`src/rtl/sram_port_arbiter_pkg.sv`:
```
// Shared types and constants for the decompressor SRAM port arbiter.
// Holds the arbiter FSM encoding, requester indices and round-robin helpers.
package sram_port_arbiter_pkg;

   localparam int SRAM_ADDR_W = 18;
   localparam int SRAM_DATA_W = 16;
   localparam int NUM_REQ     = 3;

   localparam int REQ_DECODE = 0;
   localparam int REQ_IDCT   = 1;
   localparam int REQ_UCSC   = 2;

   typedef enum logic [1:0] {
      ARB_IDLE       = 2'd0,
      ARB_GRANTED    = 2'd1,
      ARB_TURNAROUND = 2'd2
   } arb_state_e;

   // First set request at or after ptr, scanning upward and wrapping; one-hot result.
   function automatic logic [NUM_REQ-1:0] rr_pick(input logic [NUM_REQ-1:0] req,
                                                  input logic [1:0]         ptr);
      logic [NUM_REQ-1:0] win;
      win = 3'b000;
      case (ptr)
         2'd0: win = req[0] ? 3'b001 : req[1] ? 3'b010 : req[2] ? 3'b100 : 3'b000;
         2'd1: win = req[1] ? 3'b010 : req[2] ? 3'b100 : req[0] ? 3'b001 : 3'b000;
         2'd2: win = req[2] ? 3'b100 : req[0] ? 3'b001 : req[1] ? 3'b010 : 3'b000;
         default: win = 3'b000;
      endcase
      return win;
   endfunction

   function automatic logic [1:0] rr_next_ptr(input logic [NUM_REQ-1:0] win);
      logic [1:0] nxt;
      nxt = 2'd0;
      case (win)
         3'b001:  nxt = 2'd1;
         3'b010:  nxt = 2'd2;
         3'b100:  nxt = 2'd0;
         default: nxt = 2'd0;
      endcase
      return nxt;
   endfunction

endpackage

```
`src/rtl/sram_rd_tag_pipe.sv`:
```
// READ_LATENCY-deep shift register of per-requester read tags.
// The last stage lines up with SRAM read data returning to the owner.
module sram_rd_tag_pipe
   import sram_port_arbiter_pkg::*;
#(
   parameter int DEPTH = 2
) (
   input  logic               clk_i,
   input  logic               rst_i,
   input  logic [NUM_REQ-1:0] tag_i,
   output logic [NUM_REQ-1:0] tag_o
);

   logic [NUM_REQ-1:0] stage_q [DEPTH];

   // Shift tags one stage per cycle; reset discards everything in flight.
   always_ff @(posedge clk_i or posedge rst_i) begin
      if (rst_i) begin
         for (int i = 0; i < DEPTH; i++) stage_q[i] <= 3'b000;
      end else begin
         stage_q[0] <= tag_i;
         for (int i = 1; i < DEPTH; i++) stage_q[i] <= stage_q[i-1];
      end
   end

   assign tag_o = stage_q[DEPTH-1];

endmodule

```
`src/rtl/sram_port_arbiter.sv`:
```
// Round-robin request/grant arbiter for the shared external SRAM port.
// Grants are registered; the SRAM side mirrors the current owner.
module sram_port_arbiter
   import sram_port_arbiter_pkg::*;
#(
   parameter int READ_LATENCY = 2,
   parameter int MAX_HOLD     = 256
) (
   input  logic                           Clock,
   input  logic                           Reset,
   input  logic [NUM_REQ-1:0]             req,
   input  logic [NUM_REQ*SRAM_ADDR_W-1:0] req_addr,
   input  logic [NUM_REQ*SRAM_DATA_W-1:0] req_wdata,
   input  logic [NUM_REQ-1:0]             req_we_n,
   output logic [NUM_REQ-1:0]             grant,
   output logic [NUM_REQ-1:0]             rd_valid,
   output logic                           revoked,
   output logic [SRAM_ADDR_W-1:0]         SRAM_address,
   output logic [SRAM_DATA_W-1:0]         SRAM_write_data,
   output logic                           SRAM_we_n
);

   localparam logic [9:0] HOLD_SAT  = 10'd1023;
   localparam logic [9:0] HOLD_LAST = 10'(MAX_HOLD - 1);
   localparam bit         REVOKE_EN = (MAX_HOLD != 0);

   arb_state_e         state_q, state_d;
   logic [NUM_REQ-1:0] grant_q, grant_d;
   logic [1:0]         ptr_q, ptr_d;
   logic [9:0]         hold_q, hold_d;
   logic               revoked_q, revoked_d;
   logic               owner_req_s, other_req_s;
   logic [NUM_REQ-1:0] read_tag_s;

   assign owner_req_s = |(req & grant_q);
   assign other_req_s = |(req & ~grant_q);

   // Next-state logic; release takes priority over forced revoke.
   always_comb begin
      state_d   = state_q;
      grant_d   = grant_q;
      ptr_d     = ptr_q;
      hold_d    = hold_q;
      revoked_d = 1'b0;
      case (state_q)
         ARB_IDLE: begin
            hold_d = 10'd0;
            if (|req) begin
               grant_d = rr_pick(req, ptr_q);
               ptr_d   = rr_next_ptr(grant_d);
               state_d = ARB_GRANTED;
            end else begin
               state_d = ARB_IDLE;
            end
         end
         ARB_GRANTED: begin
            hold_d = (hold_q == HOLD_SAT) ? hold_q : hold_q + 10'd1;
            if (!owner_req_s) begin
               grant_d = 3'b000;
               state_d = ARB_TURNAROUND;
            end else if (REVOKE_EN && (hold_q == HOLD_LAST) && other_req_s) begin
               grant_d   = 3'b000;
               revoked_d = 1'b1;
               state_d   = ARB_TURNAROUND;
            end else begin
               state_d = ARB_GRANTED;
            end
         end
         ARB_TURNAROUND: begin
            hold_d  = 10'd0;
            state_d = ARB_IDLE;
         end
         default: begin
            grant_d = 3'b000;
            hold_d  = 10'd0;
            state_d = ARB_IDLE;
         end
      endcase
   end

   // State registers.
   always_ff @(posedge Clock or posedge Reset) begin
      if (Reset) begin
         state_q   <= ARB_IDLE;
         grant_q   <= 3'b000;
         ptr_q     <= 2'd0;
         hold_q    <= 10'd0;
         revoked_q <= 1'b0;
      end else begin
         state_q   <= state_d;
         grant_q   <= grant_d;
         ptr_q     <= ptr_d;
         hold_q    <= hold_d;
         revoked_q <= revoked_d;
      end
   end

   // SRAM side follows the owner; with no owner it idles as a read of address 0.
   always_comb begin
      SRAM_address    = 18'd0;
      SRAM_write_data = 16'd0;
      SRAM_we_n       = 1'b1;
      case (grant_q)
         3'b001: begin
            SRAM_address    = req_addr[REQ_DECODE*SRAM_ADDR_W +: SRAM_ADDR_W];
            SRAM_write_data = req_wdata[REQ_DECODE*SRAM_DATA_W +: SRAM_DATA_W];
            SRAM_we_n       = req_we_n[REQ_DECODE];
         end
         3'b010: begin
            SRAM_address    = req_addr[REQ_IDCT*SRAM_ADDR_W +: SRAM_ADDR_W];
            SRAM_write_data = req_wdata[REQ_IDCT*SRAM_DATA_W +: SRAM_DATA_W];
            SRAM_we_n       = req_we_n[REQ_IDCT];
         end
         3'b100: begin
            SRAM_address    = req_addr[REQ_UCSC*SRAM_ADDR_W +: SRAM_ADDR_W];
            SRAM_write_data = req_wdata[REQ_UCSC*SRAM_DATA_W +: SRAM_DATA_W];
            SRAM_we_n       = req_we_n[REQ_UCSC];
         end
         default: begin
            SRAM_address    = 18'd0;
            SRAM_write_data = 16'd0;
            SRAM_we_n       = 1'b1;
         end
      endcase
   end

   assign read_tag_s = grant_q & {NUM_REQ{SRAM_we_n}};

   sram_rd_tag_pipe #(
      .DEPTH (READ_LATENCY)
   ) u_rd_tag_pipe (
      .clk_i (Clock),
      .rst_i (Reset),
      .tag_i (read_tag_s),
      .tag_o (rd_valid)
   );

   assign grant   = grant_q;
   assign revoked = revoked_q;

endmodule

```
`config.mk`:
```
export PLATFORM = sky130hd
export DESIGN_NAME = sram_port_arbiter
export DESIGN_NICKNAME = d
export VERILOG_FILES = /design/src/rtl/sram_port_arbiter_pkg.sv /design/src/rtl/sram_rd_tag_pipe.sv /design/src/rtl/sram_port_arbiter.sv
export SDC_FILE = /design/constraint.sdc
export NUM_CORES = 1
export LEC_CHECK = 0
export ABC_AREA = 1
export BUFFER_PORTS_ARGS = -buffer_cell sky130_fd_sc_hd__buf_4
export CAP_MARGIN = 20
export CORE_ASPECT_RATIO = 1.2
export CORE_MARGIN = 2
export CORE_UTILIZATION = 30
export CTS_CLUSTER_DIAMETER = 200
export DETAILED_ROUTE_END_ITERATION = 10
export GPL_TIMING_DRIVEN = 0
export PLACE_DENSITY = 0.72
export SLEW_MARGIN = 20
export SYNTH_ARGS = -nofsm -noshare
export SYNTH_HDL_FRONTEND = slang
export SYNTH_SLANG_ARGS = --single-unit
```
`constraint.sdc`:
```
create_clock -name Clock -period 1.56 [get_ports Clock]
set_input_delay 0.312 -clock Clock [delete_from_list [all_inputs] [get_ports Clock]]
set_output_delay 0.312 -clock Clock [all_outputs]
set_load 0.005 [all_outputs]
```
# Word-level counts from Yosys, hierarchy flattened
# Cells that the tools add are included.
[totals]
ff_bits = 24
latchBits = 0
ramBits = 0
romBits = 0
out_inout_bits = 42
wordCells = 64
n_memories = 0
[classes]
n_addsub = 1
multipliers = 0
div_mod_pow = 0
n_lt_le_gt_ge = 0
n_eq_ne = 14
shifts = 0
muxes = 29
n_bitwise = 5
reduce_logical = 8
[ops]
columns = ["cell", "count"]
rows = [
  ["$pmux 18 s3", 1],
  ["$pmux 16 s3", 1],
  ["$mux 3", 11],
  ["$mux 10", 2],
  ["$pmux 3 s3", 2],
  ["$add 10x1->10 const B", 1],
  ["$eq 10x10->1 const B", 1],
  ["$eq 10x8->1 const B", 1],
  ["$and 3x3->3", 3],
  ["$reduce_or 3->1", 3],
  ["$mux 2", 4],
  ["$pmux 2 s2", 2],
  ["$eq 3x1->1 const B", 2],
  ["$eq 3x2->1 const B", 2],
  ["$mux 1", 5],
  ["$eq 2x1->1 const B", 2],
  ["$eq 2x2->1 const B", 2],
  ["$logic_not 2->1", 2],
  ["$ne 2x2->1 const B", 2],
  ["$eq 3x3->1 const B", 1],
  ["$ne 3x3->1 const B", 1],
  ["$not 3->3", 1],
  ["$pmux 1 s3", 1],
  ["$reduce_and 3->1", 1],
  ["other kinds (3)", 3],
]

# Logic depth before layout (Yosys ltp)
[depth]
word_depth = 8
ltp_mapped = 9

# Cells and area by module
# A second synthesis with hierarchy kept.
[hier_totals]
cells_unflattened = 301
area_unflattened_um2 = 1861.8
[by_module_without_submodules]
columns = ["mod", "instances", "cells_each", "area_per_inst_um2", "seq_area_each_um2"]
rows = [
  ["sram_port_arbiter", 1, 291, 1685.4, 450.4],
  ["sram_rd_tag_pipe", 1, 10, 176.4, 150.1],
]

# Worst setup path after synthesis
# No wires, ideal clock.
[synth_timing]
path_type = "register -> output"
startpoint = "register grant_q[2] (netlist: grant[2])"
endpoint = "output SRAM_address[0]"
arrival_time_ns = 1.223
required_ns = 1.248
path_slack_ns = 0.025
stages_incl_launch_ff = 7
path_buffers = 2
cell_sequence = "dfrtp_1 clkbuf_2 inv_1 nor3_4 buf_2 nand2_1 nand3_1"
[synth_between]
elab_chain_cells = 2
elab_cells_between_ends = 4
cone_classes = "eq/ne (3); mux (1)"
[synth_lines]
columns = ["item", "line", "rtl"]
rows = [
  ["from (decl)", "sram_port_arbiter.sv:28", "logic [NUM_REQ-1:0] grant_q, grant_d;"],
  ["from (signal assigned)", "sram_port_arbiter.sv:91", "grant_q <= grant_d;"],
  ["$eq 3x3->1 (tied with other cells)", "sram_port_arbiter.sv:103", "case (grant_q)"],
  ["$pmux 18 s3 *", "sram_port_arbiter.sv:103", ""],
  ["to (decl)", "sram_port_arbiter.sv:18", "output logic [SRAM_ADDR_W-1:0] SRAM_address,"],
]
# Every way passes the cells marked *; elsewhere a longest branch is shown, timed or not.

# Worst setup path in the final report
[layout_timing]
startpoint = "register grant_q[0] (netlist: grant[0])"
endpoint = "output SRAM_write_data[14]"
[layout_between]
elab_chain_cells = 2
elab_cells_between_ends = 4
cone_classes = "eq/ne (3); mux (1)"
[layout_lines]
columns = ["item", "line", "rtl"]
rows = [
  ["$eq 3x3->1 (tied with other cells)", "sram_port_arbiter.sv:103", ""],
  ["$pmux 16 s3 *", "sram_port_arbiter.sv:103", ""],
  ["to (decl)", "sram_port_arbiter.sv:19", "output logic [SRAM_DATA_W-1:0] SRAM_write_data,"],
]
# Marks and branches as above.

==> key figures <==
Status
  • Outcome: complete, but fails checks
  • Violated checks: negative setup slack

Power and ir drop
  • Leakage: 1.92 nW
  • P per Cell Area: 1520 nW/um^2
  • Max VDD drop: 0.850 mV

Worst setup path
  • Crit-path cells: inv_2, nor3_4, buf_6, buf_4, nand2_1, nand3_1, buf_4
  • Setup crit start kind: flop
  • Most frequent cell on the critical path: buf_4
  • Max Fanout on Critical Path: 7
  • Top delay family on crit path: buffers and inverters
  • Crit path kind: flop to primary output
  • CP max-delay cell: dfrtp_2
  • Arrival time worst endpoint: 1580 ps
  • Required @ worst endpoint: 1250 ps
  • Setup crit end kind: primary output
  • Worst Path Buf+Inv: 4
  • CP max stage delay: 450 ps

Global route
  • Maximum number of pins on one net before global-route repair: 25
  • First-pass GRT wire length: 10800 um
  • Routing usage on met1: 24.2%
  • GR peak layer: met2
  • Total Routing Usage GR: 20.3%
  • Vias in the first global route: 2322
  • Antenna violations before repair: 0
  • GRT met2 Usage: 36.6%
  • Total gr overflow: 0
  • Met3 usage: 2.35%

Clock tree
  • H-tree levels: 1
  • Longest Clk Path Bufs: 2
  • CTS buffer count: 3
  • CTS Sinks: 24
  • Root Buffer: clkbuf_8
  • TritonCTS clock tree: done
  • Hold_buf cts: 0
  • Worst-path clk slew: 90 ps
  • Worst skew pair latency: 270 ps

Timing
  • Final Hold Viols: 0
  • Worst Slack Setup Final: -333 ps
  • Min Tclk post-route: 1890 ps
  • Setup Skew: 2.66 ps
  • Period Utilization, post-route: 121%
  • Max_slew headroom: 39.5%
  • RSZ-0062 raised after global routing: yes
  • Fmax: 0.528 GHz
  • Hold_ws: 239 ps
  • Setup TNS: -10740 ps
  • Setup violators final: 35
  • Final Max Tran Viols: 0
  • Worst Tran Pin Value: 906 ps

Yosys
  • Largest family of logic cells by synthesized area: simple AND/OR/NAND/NOR gates
  • Synthesized netlist cell count: 294
  • Adder-cell area share of the yosys netlist: 0.677%
  • Leading area contributor after synthesis: dfrtp_1
  • Post-Synth Simple-Gate Area: 49.3%
  • Syn Area/Cell: 6.29 um^2
  • Multiplexer area fraction after synthesis: 0%
  • Most instantiated cells after synthesis: 134 x nand2_1, 39 x nand3_1, 24 x dfrtp_1
  • Unique masters post-synth: 25
  • Area share of the largest cell type after synthesis: 32.5%
  • Mapped Nets: 405
  • Most frequent cell after synthesis: nand2_1
  • Synth Register Bits: 24
  • Top post-synthesis cells by area: dfrtp_1 32%, nand2_1 27%, nand3_1 11%
  • Yosys warnings: 0
  • Post-synth EDFFs: 0
  • Register area share after synthesis: 32.5%
  • Post-synthesis xor/xnor area fraction: 0%
  • Ys flop type: dfrtp_1
  • Share of flip-flops with an asynchronous set or reset: 100%
  • Synth Area in Compound Gates: 6.91%
  • Mapped cell area: 1850 um^2

Drt
  • Antenna Nets Post-Route: 0
  • DRC viols: 0
  • DR WL/cell: 13.4 um
  • Vias: 2575
  • Violation count after the first detailed-route iteration: 49
  • DR vias/cell: 4.62
  • Detailed Routing Iterations Pass 1: 4
  • Detailed Route WL: 7440 um

Cells and area
  • Ant diodes: 0
  • Area grow syn2layout: 91.3%
  • Nets: 587
  • Utilization after layout: 58.8%
  • Layout cell share with drive strength beyond 1: 48.0%
  • Fin area: 3530 um^2
  • Fill cell count: 543

Place
  • RePlAce Congestion: 0.842
  • Detail Placement HPWL: 5540 um
  • Placed Area: 3080 um^2
  • PortBufs: 151

Floorplanning
  • Die area: 6810 um^2
  • Initial Utilization: 30.7%
  • Num rows: 31
  • Core Area: 6010 um^2
  • Die W: 75.6 um
  • Die H: 90.0 um
  • I/O pin cnt: 152

Hold path
  • Worst hold path type: primary input to asynchronous set/reset pin

Run
  • Max-Cap Viols: 0
## routing by layer
layer,vias up,share of wire [%]
li1,1300,-
met1,1161,39
met2,98,52
met3,16,6.6
met4,0,2.2
met5,-,0
## state kept, by name, summed over array words and instances, names as in the netlist
name,count
hold_q,10
ptr_q,2
state_q,2
u_rd_tag_pipe.stage_q,3
grant,3
u_rd_tag_pipe.tag_o,3
revoked,1
## cell usage in the layout (no fill, tap or decap)
cell / n
buf_4: 174
nand2_1: 128
nand3_1: 31
dfrtp_1: 22
nor2_1: 20
inv_1: 19
nand3_2: 9
nand2_2: 8
o21ai_0: 8
a21oi_1: 8
buf_8: 8
buf_6: 5
clkbuf_8: 4
nor2_4: 3
nand4_1: 3
inv_2: 3
a31oi_1: 3
nor3_4: 3
or2_2: 2
dfrtp_2: 2
nor2_2: 1
nor3_1: 1
o21ai_2: 1
o2111ai_1: 1
inv_4: 1
nor3_2: 1
o21a_1: 1
a211oi_1: 1
ha_1: 1
buf_16: 1
clkbuf_16: 1
buf_12: 1
## metrics by stage
step / instances / setup WS [ps] / total power [mW]
finish: 557 / -333 / 5.36
global route: 557 / -427 / 5.78
CTS: 551 / -317 / 5.15
detailed placement: 527 / -350 / 4.04
global placement: 527 / -351 / 4.00
floorplan: 294 / 24.7 / 2.48
## cell families after synthesis
family | count (synthesis)
AND/OR/NAND/NOR | 210
buffers and inverters | 36
flip-flops | 24
adder cells (fa/ha/maj) | 1
AO/OA/AOI/OAI | 23
## what timing repair did
action | CTS | global route
endpoints found under the setup margin | 44 | 47
resized for setup | 33 | 14
pin swaps | 3 | 2
cloned | 2 | 1
buffers inserted | 18 | 5
## where the power goes
group	switching, mW	total [mW]	internal, mW
logic	1.79	4.02	2.23
clock network	0.205	0.430	0.226
registers	0.124	0.916	0.792
total	2.12	5.36	3.25
## worst paths after layout
check                                          from                endpoint  slack [ps]  cells past startpoint
min in group Clock         u_rd_tag_pipe.stage_q[4]  u_rd_tag_pipe.tag_o[1]         360                      0
setup reg to reg                          hold_q[0]               hold_q[7]          90                      8
hold / removal                                Reset               hold_q[2]         240                      2
setup / recovery                           grant[0]     SRAM_write_data[14]        -330                      7
hold reg to reg            u_rd_tag_pipe.stage_q[4]  u_rd_tag_pipe.tag_o[1]         360                      0
max in group asynchronous                     Reset                grant[1]         710                      2
## final cells by class
cell class / count / area [um^2] / area share (%)
repair buffers: 177 / 1390 / 39.3
multi-input cells: 234 / 1130 / 32.0
well taps: 82 / 103 / 2.90
flip-flops and latches: 24 / 603 / 17.1
inverters: 23 / 88.8 / 2.51
clock buffers: 4 / 55.1 / 1.56
plain buffers: 13 / 165 / 4.67
No activity file was read; power rests on OpenSTA's default activity.
